### src/rtl/load_align_unit.sv
// In-order load queue that pairs issued loads with memory responses, then lane-selects and
// extends the data. Define LOAD_ALIGN_LWLR_EN to enable the LWL/LWR merge with a stored rt.
module load_align_unit #(
    parameter int unsigned BUS_W = 32,
    parameter int unsigned DEPTH = 4,
    parameter int unsigned TAG_W = 5
) (
    input  logic             clk,
    input  logic             resetn,
    input  logic             req_valid,
    output logic             req_ready,
    input  logic [3:0]       req_op,
    input  logic [31:0]      req_addr,
    input  logic [31:0]      req_rt,
    input  logic [TAG_W-1:0] req_tag,
    input  logic             mem_rvalid,
    input  logic [BUS_W-1:0] mem_rdata,
    input  logic             flush,
    output logic             wb_valid,
    input  logic             wb_ready,
    output logic [31:0]      wb_data,
    output logic [TAG_W-1:0] wb_tag
);
    localparam int unsigned AddrW = $clog2(BUS_W / 8);
    localparam int unsigned PtrW  = $clog2(DEPTH);
    localparam int unsigned CntW  = PtrW + 1;
    localparam logic [31:0] BadOp = 32'h1234abcd;

    logic [3:0]       op_q   [DEPTH];
    logic [AddrW-1:0] addr_q [DEPTH];
    logic [TAG_W-1:0] tag_q  [DEPTH];
    logic [BUS_W-1:0] data_q [DEPTH];
    logic [DEPTH-1:0] got_q, got_d, killed_q, killed_d;

    logic [PtrW-1:0]  alloc_ptr_q, alloc_ptr_d, rsp_ptr_q, rsp_ptr_d, head_ptr_q, head_ptr_d;
    logic [CntW-1:0]  cnt_q, cnt_d, wait_q, wait_d;

    logic             wb_valid_q, wb_valid_d;
    logic [31:0]      wb_data_q, wb_data_d;
    logic [TAG_W-1:0] wb_tag_q, wb_tag_d;

    logic             alloc, rsp_accept, head_bypass, head_avail, head_kill, out_load, pop;
    logic [BUS_W-1:0] head_raw;
    logic [AddrW-1:0] head_addr;
    logic [3:0]       head_op;
    logic [31:0]      word, result;
    logic [7:0]       byte_sel;
    logic [15:0]      half_sel;
    logic [1:0]       n;

    logic unused_addr;
    assign unused_addr = ^req_addr[31:AddrW];

`ifdef LOAD_ALIGN_LWLR_EN
    logic [31:0] rt_q [DEPTH];
    logic [31:0] head_rt;
    assign head_rt = rt_q[head_ptr_q];
`else
    logic unused_rt;
    assign unused_rt = ^req_rt;
`endif

    assign req_ready   = (cnt_q != CntW'(DEPTH));
    assign alloc       = req_valid && req_ready;
    // Responses with nothing outstanding are dropped so the queue state stays consistent.
    assign rsp_accept  = mem_rvalid && (wait_q != '0);
    assign head_bypass = rsp_accept && (rsp_ptr_q == head_ptr_q);
    assign head_avail  = (cnt_q != '0) && (got_q[head_ptr_q] || head_bypass);
    // Every entry present during a flush cycle is older than the flush, so treat it as killed.
    assign head_kill   = killed_q[head_ptr_q] || flush;
    assign out_load    = head_avail && !head_kill && (!wb_valid_q || wb_ready);
    assign pop         = head_avail && (out_load || head_kill);

    assign head_raw  = got_q[head_ptr_q] ? data_q[head_ptr_q] : mem_rdata;
    assign head_addr = addr_q[head_ptr_q];
    assign head_op   = op_q[head_ptr_q];

    generate
        if (BUS_W == 64) begin : g_lane64
            assign word = head_addr[2] ? head_raw[63:32] : head_raw[31:0];
        end else begin : g_lane32
            assign word = head_raw[31:0];
        end
    endgenerate

    always_comb begin
        n        = head_addr[1:0];
        byte_sel = word[{n, 3'b000} +: 8];
        half_sel = word[{n[1], 4'b0000} +: 16];
        result   = BadOp;
        case (head_op)
            4'b0000: result = word;
            4'b0001: result = {24'h0, byte_sel};
            4'b0010: result = {{24{byte_sel[7]}}, byte_sel};
            4'b0011: result = {16'h0, half_sel};
            4'b0100: result = {{16{half_sel[15]}}, half_sel};
`ifdef LOAD_ALIGN_LWLR_EN
            4'b0101: begin
                case (n)
                    2'd0:    result = {word[7:0], head_rt[23:0]};
                    2'd1:    result = {word[15:0], head_rt[15:0]};
                    2'd2:    result = {word[23:0], head_rt[7:0]};
                    default: result = word;
                endcase
            end
            4'b0110: begin
                case (n)
                    2'd0:    result = word;
                    2'd1:    result = {head_rt[31:24], word[31:8]};
                    2'd2:    result = {head_rt[31:16], word[31:16]};
                    default: result = {head_rt[31:8], word[31:24]};
                endcase
            end
`endif
            default: result = BadOp;
        endcase
    end

    always_comb begin
        alloc_ptr_d = alloc_ptr_q + PtrW'(alloc);
        rsp_ptr_d   = rsp_ptr_q + PtrW'(rsp_accept);
        head_ptr_d  = head_ptr_q + PtrW'(pop);
        cnt_d       = cnt_q + CntW'(alloc) - CntW'(pop);
        wait_d      = wait_q + CntW'(alloc) - CntW'(rsp_accept);

        got_d    = got_q;
        killed_d = killed_q;
        if (flush) begin
            killed_d = '1;
        end
        if (rsp_accept) begin
            got_d[rsp_ptr_q] = 1'b1;
        end
        // A freshly allocated entry is never killed by the flush of its own cycle.
        if (alloc) begin
            got_d[alloc_ptr_q]    = 1'b0;
            killed_d[alloc_ptr_q] = 1'b0;
        end

        wb_valid_d = wb_valid_q;
        wb_data_d  = wb_data_q;
        wb_tag_d   = wb_tag_q;
        if (flush) begin
            wb_valid_d = 1'b0;
        end else if (out_load) begin
            wb_valid_d = 1'b1;
        end else if (wb_ready) begin
            wb_valid_d = 1'b0;
        end
        if (out_load) begin
            wb_data_d = result;
            wb_tag_d  = tag_q[head_ptr_q];
        end
    end

    always_ff @(posedge clk or negedge resetn) begin
        if (!resetn) begin
            alloc_ptr_q <= '0;
            rsp_ptr_q   <= '0;
            head_ptr_q  <= '0;
            cnt_q       <= '0;
            wait_q      <= '0;
            got_q       <= '0;
            killed_q    <= '0;
            wb_valid_q  <= 1'b0;
            wb_data_q   <= '0;
            wb_tag_q    <= '0;
        end else begin
            alloc_ptr_q <= alloc_ptr_d;
            rsp_ptr_q   <= rsp_ptr_d;
            head_ptr_q  <= head_ptr_d;
            cnt_q       <= cnt_d;
            wait_q      <= wait_d;
            got_q       <= got_d;
            killed_q    <= killed_d;
            wb_valid_q  <= wb_valid_d;
            wb_data_q   <= wb_data_d;
            wb_tag_q    <= wb_tag_d;
        end
    end

    always_ff @(posedge clk) begin
        if (alloc) begin
            op_q[alloc_ptr_q]   <= req_op;
            addr_q[alloc_ptr_q] <= req_addr[AddrW-1:0];
            tag_q[alloc_ptr_q]  <= req_tag;
`ifdef LOAD_ALIGN_LWLR_EN
            rt_q[alloc_ptr_q]   <= req_rt;
`endif
        end
        if (rsp_accept) begin
            data_q[rsp_ptr_q] <= mem_rdata;
        end
    end

    assign wb_valid = wb_valid_q;
    assign wb_data  = wb_data_q;
    assign wb_tag   = wb_tag_q;

endmodule

### config.mk
export PLATFORM = sky130hd
export DESIGN_NAME = load_align_unit
export DESIGN_NICKNAME = d
export VERILOG_FILES = /design/src/rtl/load_align_unit.sv
export SDC_FILE = /design/constraint.sdc
export NUM_CORES = 1
export LEC_CHECK = 0
export CAP_MARGIN = 5
export CORE_ASPECT_RATIO = 0.8
export CORE_MARGIN = 5
export CORE_UTILIZATION = 58
export CTS_CLUSTER_SIZE = 25
export DETAILED_ROUTE_END_ITERATION = 8
export GPL_TIMING_DRIVEN = 1
export PLACE_DENSITY = 0.93
export SLEW_MARGIN = 20
export SYNTH_ARGS = -nofsm -noshare
export SYNTH_HDL_FRONTEND = slang
export SYNTH_SLANG_ARGS = --single-unit
### constraint.sdc
create_clock -name clk -period 8.2 [get_ports clk]
set_input_delay 1.64 -clock clk [delete_from_list [all_inputs] [get_ports clk]]
set_output_delay 1.64 -clock clk [all_outputs]
set_load 0.05 [all_outputs]
==> results of run 1 <==
power by group through the flow:
stage	clock, mW	sequential, mW	combinational, mW
after floorplan	0	1.97	1.31
after global placement	0	1.76	2.00
after detailed placement	0	1.79	2.09
after CTS	0.981	1.77	2.12
after global routing	1.03	1.80	2.26
final	0.973	1.77	2.13
tightest hold or removal path: stages (launching register included):
cell     delay, ns
dfrtp_1       0.34
nand2_1       0.05
nand2_1       0.05
metrics by stage:
| step | cells | setup slack, ns |
|---|---|---|
| 2_1_floorplan | 574 | 3.40 |
| 3_3_place_gp | 864 | 3.44 |
| 3_5_place_dp | 864 | 3.33 |
| 4_1_cts | 906 | 3.82 |
| 5_1_grt | 906 | 3.49 |
| 6_report | 906 | 3.74 |
layer usage:
metal | vias up | part of all wire | GRT usage
li1 | 2460 | - | -
met1 | 2933 | 0.38 | 0.306
met2 | 331 | 0.49 | 0.364
met3 | 78 | 0.093 | 0.0497
met4 | 4 | 0.037 | 0.0722
met5 | - | 0.0011 | 0
sequential cells by signal, summed over array words and instances, names as in the netlist:
name         cells
addr_q           8
alloc_ptr_q      2
cnt_q            3
data_q         128
got_q            4
head_ptr_q       2
killed_q         4
op_q            16
rsp_ptr_q        2
tag_q           20
wait_q           3
wb_data         32
wb_tag           5
wb_valid         1
cell usage after synthesis, types with 8 or more instances:
| library cell | count | area, sq um |
|---|---|---|
| clkbuf_1 | 9 | 33.8 |
| inv_1 | 9 | 33.8 |
| nor2_1 | 33 | 124 |
| o21ai_0 | 16 | 80.1 |
| edfxtp_1 | 172 | 5160 |
| nand2_1 | 48 | 180 |
| mux2_2 | 15 | 169 |
| xnor2_1 | 8 | 70.1 |
| dfrtp_1 | 58 | 1450 |
| mux2i_1 | 37 | 370 |
| o21ai_1 | 9 | 45.0 |
| mux4_2 | 43 | 968 |
| o22a_1 | 14 | 123 |
logic make-up after synthesis:
logic type / share of synthesized area
AO/OA/AOI/OAI: 0.0644
buffers and inverters: 0.0186
XOR/XNOR: 0.0109
adder cells (fa/ha/maj): 0.0106
multiplexers: 0.161
AND/OR/NAND/NOR: 0.0506
flip-flops: 0.684
worst min path at each step:
stage | start | end | slack [ns] | cells after the start
finish | wb_tag[1] | wb_tag[1] | 0.48 | 2
global route | got_q[3] | got_q[3] | 0.51 | 1
CTS | wb_tag[1] | wb_tag[1] | 0.48 | 2
detailed placement | wb_tag[1] | wb_tag[1] | 0.47 | 2
global placement | killed_q[1] | killed_q[1] | 0.47 | 1
floorplan | killed_q[2] | killed_q[2] | 0.46 | 2
placed cells by master (no fill, tap or decap), drive strengths merged, types with 4 or more instances in the layout:
master	count
edfxtp	172
and2	4
clkdlybuf4s50	86
clkbuf	31
o22a	14
ha	5
mux4	45
a311oi	7
o22ai	7
inv	11
clkinv	8
a221o	4
nand2	49
a31oi	6
nor2	33
mux2	15
nor3	7
a21oi	4
dfrtp	58
o21a	4
o21ai	25
mux2i	37
xnor2	8
buf	11
xor2	4
final cells by class:
type / instances / area, sq um / area share
Multi-Input combinational cell: 308 / 2900 / 0.253
Inverter: 9 / 33.8 / 0.00295
Timing Repair Buffer: 97 / 941 / 0.0821
Tap cell: 220 / 275 / 0.0240
Sequential cell: 230 / 6620 / 0.577
Clock inverter: 11 / 61.3 / 0.00535
Clock buffer: 31 / 636 / 0.0555
==> results.md, run 1 <==
* Setup Skew at 0.0114 ns
* Die area at roughly 19000 sq um
* IO Count at 150
* Slowest cell delay on critical path at 0.89 ns
* Final Util at 0.697
* Largest net degree at the start of global routing at 59
* ANT nets after route at 0
* Worst R2R Setup Slack at 3.86 ns
* Unrepaired setup endpoints after global routing: false
* Sinks on Clock Net at 230
* Total track usage at 0.224
* Reg-to-Reg Start: head_ptr_q[0]
* Final Cycle Share at 0.543
* Starting Density at 0.588
* Combinational power share at 0.438
* Clk slew on worst S/H paths at 0.06 ns
* Vias in the first global route at 6004
* Vias at 5806
* CP Capture Point: wb_data[3]
* Power Density at 425 nW/um^2
* Core Area at 16400 sq um
* Int Power at 2.98 mW
* Worst-margin pin slew at 1.04 ns
* Syn_nets at a little under 700
* Fillers at 965
* Worst r2r dst: wb_data[3]
* GRT overflow at 0
* Drt pass-1 iters at 5
* First-pass GRT wire length at about 34000 microns
* Via/cell ratio at 6.41
* Worst EP required at 8.60 ns
* Setup TNS at 0 ns
* # DRC at 0
* Most used flip-flop cell after synthesis: edfxtp_1
* Buffers added on ports at 87
* Fin Hold WS at slightly below 0.5 ns
* Gp weighted congestion at 0.797
* Kind of critical path: in -> reg
* Share of power burned in registers at 0.363
* Starting DRT DRC Count at between 600 and 700
* Net switching power at 1.89 mW
* # Post-CTS Setup Buffers at 0
* Critical path's slowest cell: nor3b_4
* Min cycle time layout at 4.46 ns
* CTS Buffer Depth at 3
* Final #Nets at 787
* Max Cap Violations at 0
* DP Area at ~11000 sq um
* Gate Count Post-Synth at ~570
* Final instance area at 11500 sq um
* Layout cells sized above 1 at 0.166
* Rel. slew slack at 0.305
* CTS Buf Count at 23
* Post-DP HPWL at 13600 microns
* Yosys reg bits at 230
* Yosys warning count at 0
* CTS resizes at 0
* Instance count on the critical path at 8
* CP top delay family: simple AND/OR/NAND/NOR gates
* WP data arrival at roughly 4.9 ns
* Hold WC Path Type: reg -> reg
* Average size of a mapped cell at about 17 sq um
* Slew Limit Fails at 0
* Die Height at 126 microns
* Clock latency on the worst-skew pair at 0.51 ns
* H-tree depth at 1
* Cts hold-fix bufs at 0
* Yosys cell types at 51
* Async S/R FF share, synth at 0.252
* Finish-stage setup viols at 0
* CP cell instances: clkdlybuf4s50_1, o31a_1, a31oi_1, nor3b_4, buf_4, and2_1, o21ai_0, o22a_1
* Crit path launch: mem_rvalid
* Sw Share at 0.388
* CP endpoint kind: flop
* Diode count at 0
* Status: complete, no violations
* Final hold vios at 0
* Sequential-to-total area share from yosys stat at 0.684
* Die Wd at 154 microns
* Final total power at 4.87 mW
* Synth Cell Area at 9680 sq um
* Synth-to-Final Area Change at 18.5%
* Final WL at 21800 microns
* Leak pwr at between 4 and 5 nW
* Fmax at 224 MHz
* Crit path max fanout at 23
* CTS tree: done
* Reg2Reg Depth at 8
* Root Buffer: clkbuf_16
* Antenna violations before repair at 2
* Worst IR Drop VDD at 232 uV
* Wire per inst at 24.0 microns
* Post-synth EDFFs at 172
* Clock power frac at 0.200
* Row cnt at 42
* CP Buf/Inv Count at 2
* Worst setup SP type: primary input
No activity file was read; power rests on OpenSTA's default activity.
==> inputs of run 2 (changes only) <==
--- a/config.mk
+++ b/config.mk
@@ -8,11 +8,11 @@
 export CAP_MARGIN = 5
 export CORE_ASPECT_RATIO = 0.8
 export CORE_MARGIN = 5
-export CORE_UTILIZATION = 58
+export CORE_UTILIZATION = 49
 export CTS_CLUSTER_SIZE = 25
 export DETAILED_ROUTE_END_ITERATION = 8
 export GPL_TIMING_DRIVEN = 1
-export PLACE_DENSITY = 0.93
+export PLACE_DENSITY = 0.85
 export SLEW_MARGIN = 20
 export SYNTH_ARGS = -nofsm -noshare
 export SYNTH_HDL_FRONTEND = slang
==> constraint.sdc (replaced) <==
create_clock -name clk -period 3.6 [get_ports clk]
set_input_delay 0.72 -clock clk [delete_from_list [all_inputs] [get_ports clk]]
set_output_delay 0.72 -clock clk [all_outputs]
set_load 0.05 [all_outputs]
==> run 2 against run 1 <==
Cell area increased by 1.6%. Count of clock-buffer cells in the layout decreased by 2. Highest routed layer is now met4. Setup slack got worse by 3.4 ns. Global-route usage decreased by 3.6 points.
==> results.md, run 2 (synthesized netlist as in run 1, its figures left out) <==
* Status: complete, no violations (unchanged)
* Diode count at 0 (unchanged)
* H-tree depth at 1 (unchanged)
* Final Worst Setup Slack at 0.387 ns (was 3.74 ns)
* IO Count at 150 (unchanged)
* CTS resizes at 0 (unchanged)
* Vias at 5674 (was 5806)
* Sinks on Clock Net at 230 (unchanged)
* Buffers added on ports at 87 (unchanged)
* Row cnt at 46 (was 42)
* Most Crowded Layer GR: met2 (unchanged)
* Rel. slew slack at 0.512 (was 0.305)
* Reg2Reg Depth at 6 (was 8)
* Reg-to-Reg Start: head_ptr_q[0] (unchanged)
* Clock latency on the worst-skew pair at 0.51 ns (about the same)
* Worst r2r dst: wb_data[0] (was wb_data[3])
* Crit path launch: head_ptr_q[0] (was mem_rvalid)
* CTS Buf Count at 23 (unchanged)
* Die area at 22700 sq um (was 19400 sq um)
* Power Density at 967 nW/um^2 (was 425 nW/um^2)
* Drt pass-1 iters at 6 (was 5)
* Setup Skew at 0.00690 ns (was 0.0114 ns)
* CTS Buffer Depth at 3 (unchanged)
* Via/cell ratio at 5.93 (was 6.41)
* Largest net degree at the start of global routing at 51 (was 59)
* Starting DRT DRC Count at 481 (was 638)
* Hold WC Path Type: in -> async (was reg -> reg)
* Met1 usage at 0.266 (was 0.306)
* Core Area at 19600 sq um (was 16400 sq um)
* Finish-stage setup viols at 0 (unchanged)
* Layout cells sized above 1 at 0.177 (was 0.166)
* Setup TNS at 0 ns (unchanged)
* Most frequent cells in the layout: edfxtp_1 (172), clkdlybuf4s50_1 (86), dfrtp_1 (56) (unchanged)
* Reg with most FFs: data_q (unchanged)
* Post-place setup slack at 0.368 ns (was 3.33 ns)
* Die Wd at 167 microns (was 154 microns)
* Unrepaired setup endpoints after global routing: false (unchanged)
* Final #Nets at 794 (was 787)
* Final WL at 21400 microns (was 21800 microns)
* Gp weighted congestion at 0.818 (was 0.797)
* Commonest non-fill, non-tap cell in the layout: edfxtp_1 (unchanged)
* Cts hold-fix bufs at 0 (unchanged)
* CP endpoint kind: flop (unchanged)
* Worst setup SP type: flop (was primary input)
* Met2 Track Usage GR at 0.306 (was 0.364)
* Met3 Track Usage GR at 0.0400 (was 0.0497)
* Final total power at 11.3 mW (was 4.87 mW)
* Final hold vios at 0 (unchanged)
* Max reg flops at 128 (unchanged)
* Worst R2R Setup Slack at 0.39 ns (was 3.86 ns)
* Final Cycle Share at 0.893
* CP Capture Point: wb_data[0] (was wb_data[3])
* Total track usage at 0.188 (was 0.224)
* Fillers at 1412 (was 965)
* Max Cap Violations at 0 (unchanged)
* Synth-to-Final Area Change at 20.3% (was 18.5%)
* # Post-CTS Setup Buffers at 0 (unchanged)
* Kind of critical path: reg -> reg (was in -> reg)
* Crit path max fanout at 15 (was 23)
* ANT nets after route at 0 (unchanged)
* WP data arrival at 3.60 ns (was 4.85 ns)
* Fin Hold WS at 0.216 ns (was 0.483 ns)
* Vias in the first global route at 5881 (was 6004)
* Post-DP HPWL at 13900 microns (was 13600 microns)
* Fmax at 311 MHz
* Starting Density at 0.493 (was 0.588)
* Die Height at 136 microns (was 126 microns)
* Clk slew on worst S/H paths at 0.06 ns (about the same)
* Root Buffer: clkbuf_16 (unchanged)
* Leak pwr at 4.10 nW (was 4.04 nW)
* CTS tree: done (unchanged)
* # DRC at 0 (unchanged)
* Slew Limit Fails at 0 (unchanged)
* Wire per inst at 22.4 microns (was 24.0 microns)
* Worst-margin pin slew at 0.733 ns (was 1.04 ns)
* First-pass GRT wire length at 33400 microns (was 33800 microns)
* Min cycle time layout at between 3 and 4 ns
* Worst IR Drop VDD at 506 uV (was 232 uV)
* Worst EP required at 3.99 ns (was 8.60 ns)
* GRT overflow at 0 (unchanged)
* Antenna violations before repair at 0 (was 2)
[run 2: cell count changes in the layout (fill, tap and decap cells not counted), sizes merged]
cell | previous run | this run
buf | 11 | 18
bufinv | 0 | 3
clkbuf | 31 | 29
clkinv | 8 | 7
clkinvlp | 1 | 2
inv | 11 | 10
[run 2: worst min path at each step]
stage | cells after the start | slack (ns) | endpoint
after floorplan | 0 | 0.42 | alloc_ptr_q[0]
after global placement | 2 | 0.47 | wb_tag[0]
after detailed placement | 2 | 0.47 | wb_tag[0]
after CTS | 1 | 0.22 | wb_tag[2]
after global routing | 1 | 0.24 | wb_tag[1]
final | 1 | 0.22 | wb_tag[1]
[run 2: metal layers]
metal	vias up	routed length, microns
met4	0	410
met1	2889	8910
met3	36	1850
met5	-	0
li1	2471	-
met2	278	10200
[run 2: layout make-up]
cell class	instances	area, sq um	share of cell area
Clock inverter	13	145	0.0125
Clock buffer	29	618	0.0531
Timing Repair Buffer	104	993	0.0853
Multi-Input combinational cell	308	2900	0.249
Tap cell	264	330	0.0284
Inverter	9	33.8	0.00290
Sequential cell	230	6620	0.569
[run 2: where the power goes]
part,switching (mW),internal (mW),leakage (nW)
combinational,2.88,1.99,1.47
sequential,0.390,3.60,2.26
clock,0.967,1.43,0.370
[run 2: per-stage QoR]
step                      utilization  cells  area (sq um)
after global routing            0.593    957         11600
final                           0.593    957         11600
after floorplan                     -    574          9680
after CTS                       0.593    957         11600
after detailed placement        0.554    915         10900
after global placement          0.554    915         10900
[run 2: worst max-delay path, cell delays in order, from the launching register on]
cell     delay (ns)
dfrtp_2        0.66
buf_4          0.37
mux4_2         0.66
a21oi_1        0.35
and2_1         0.52
o21ai_0        0.28
o22a_1         0.25
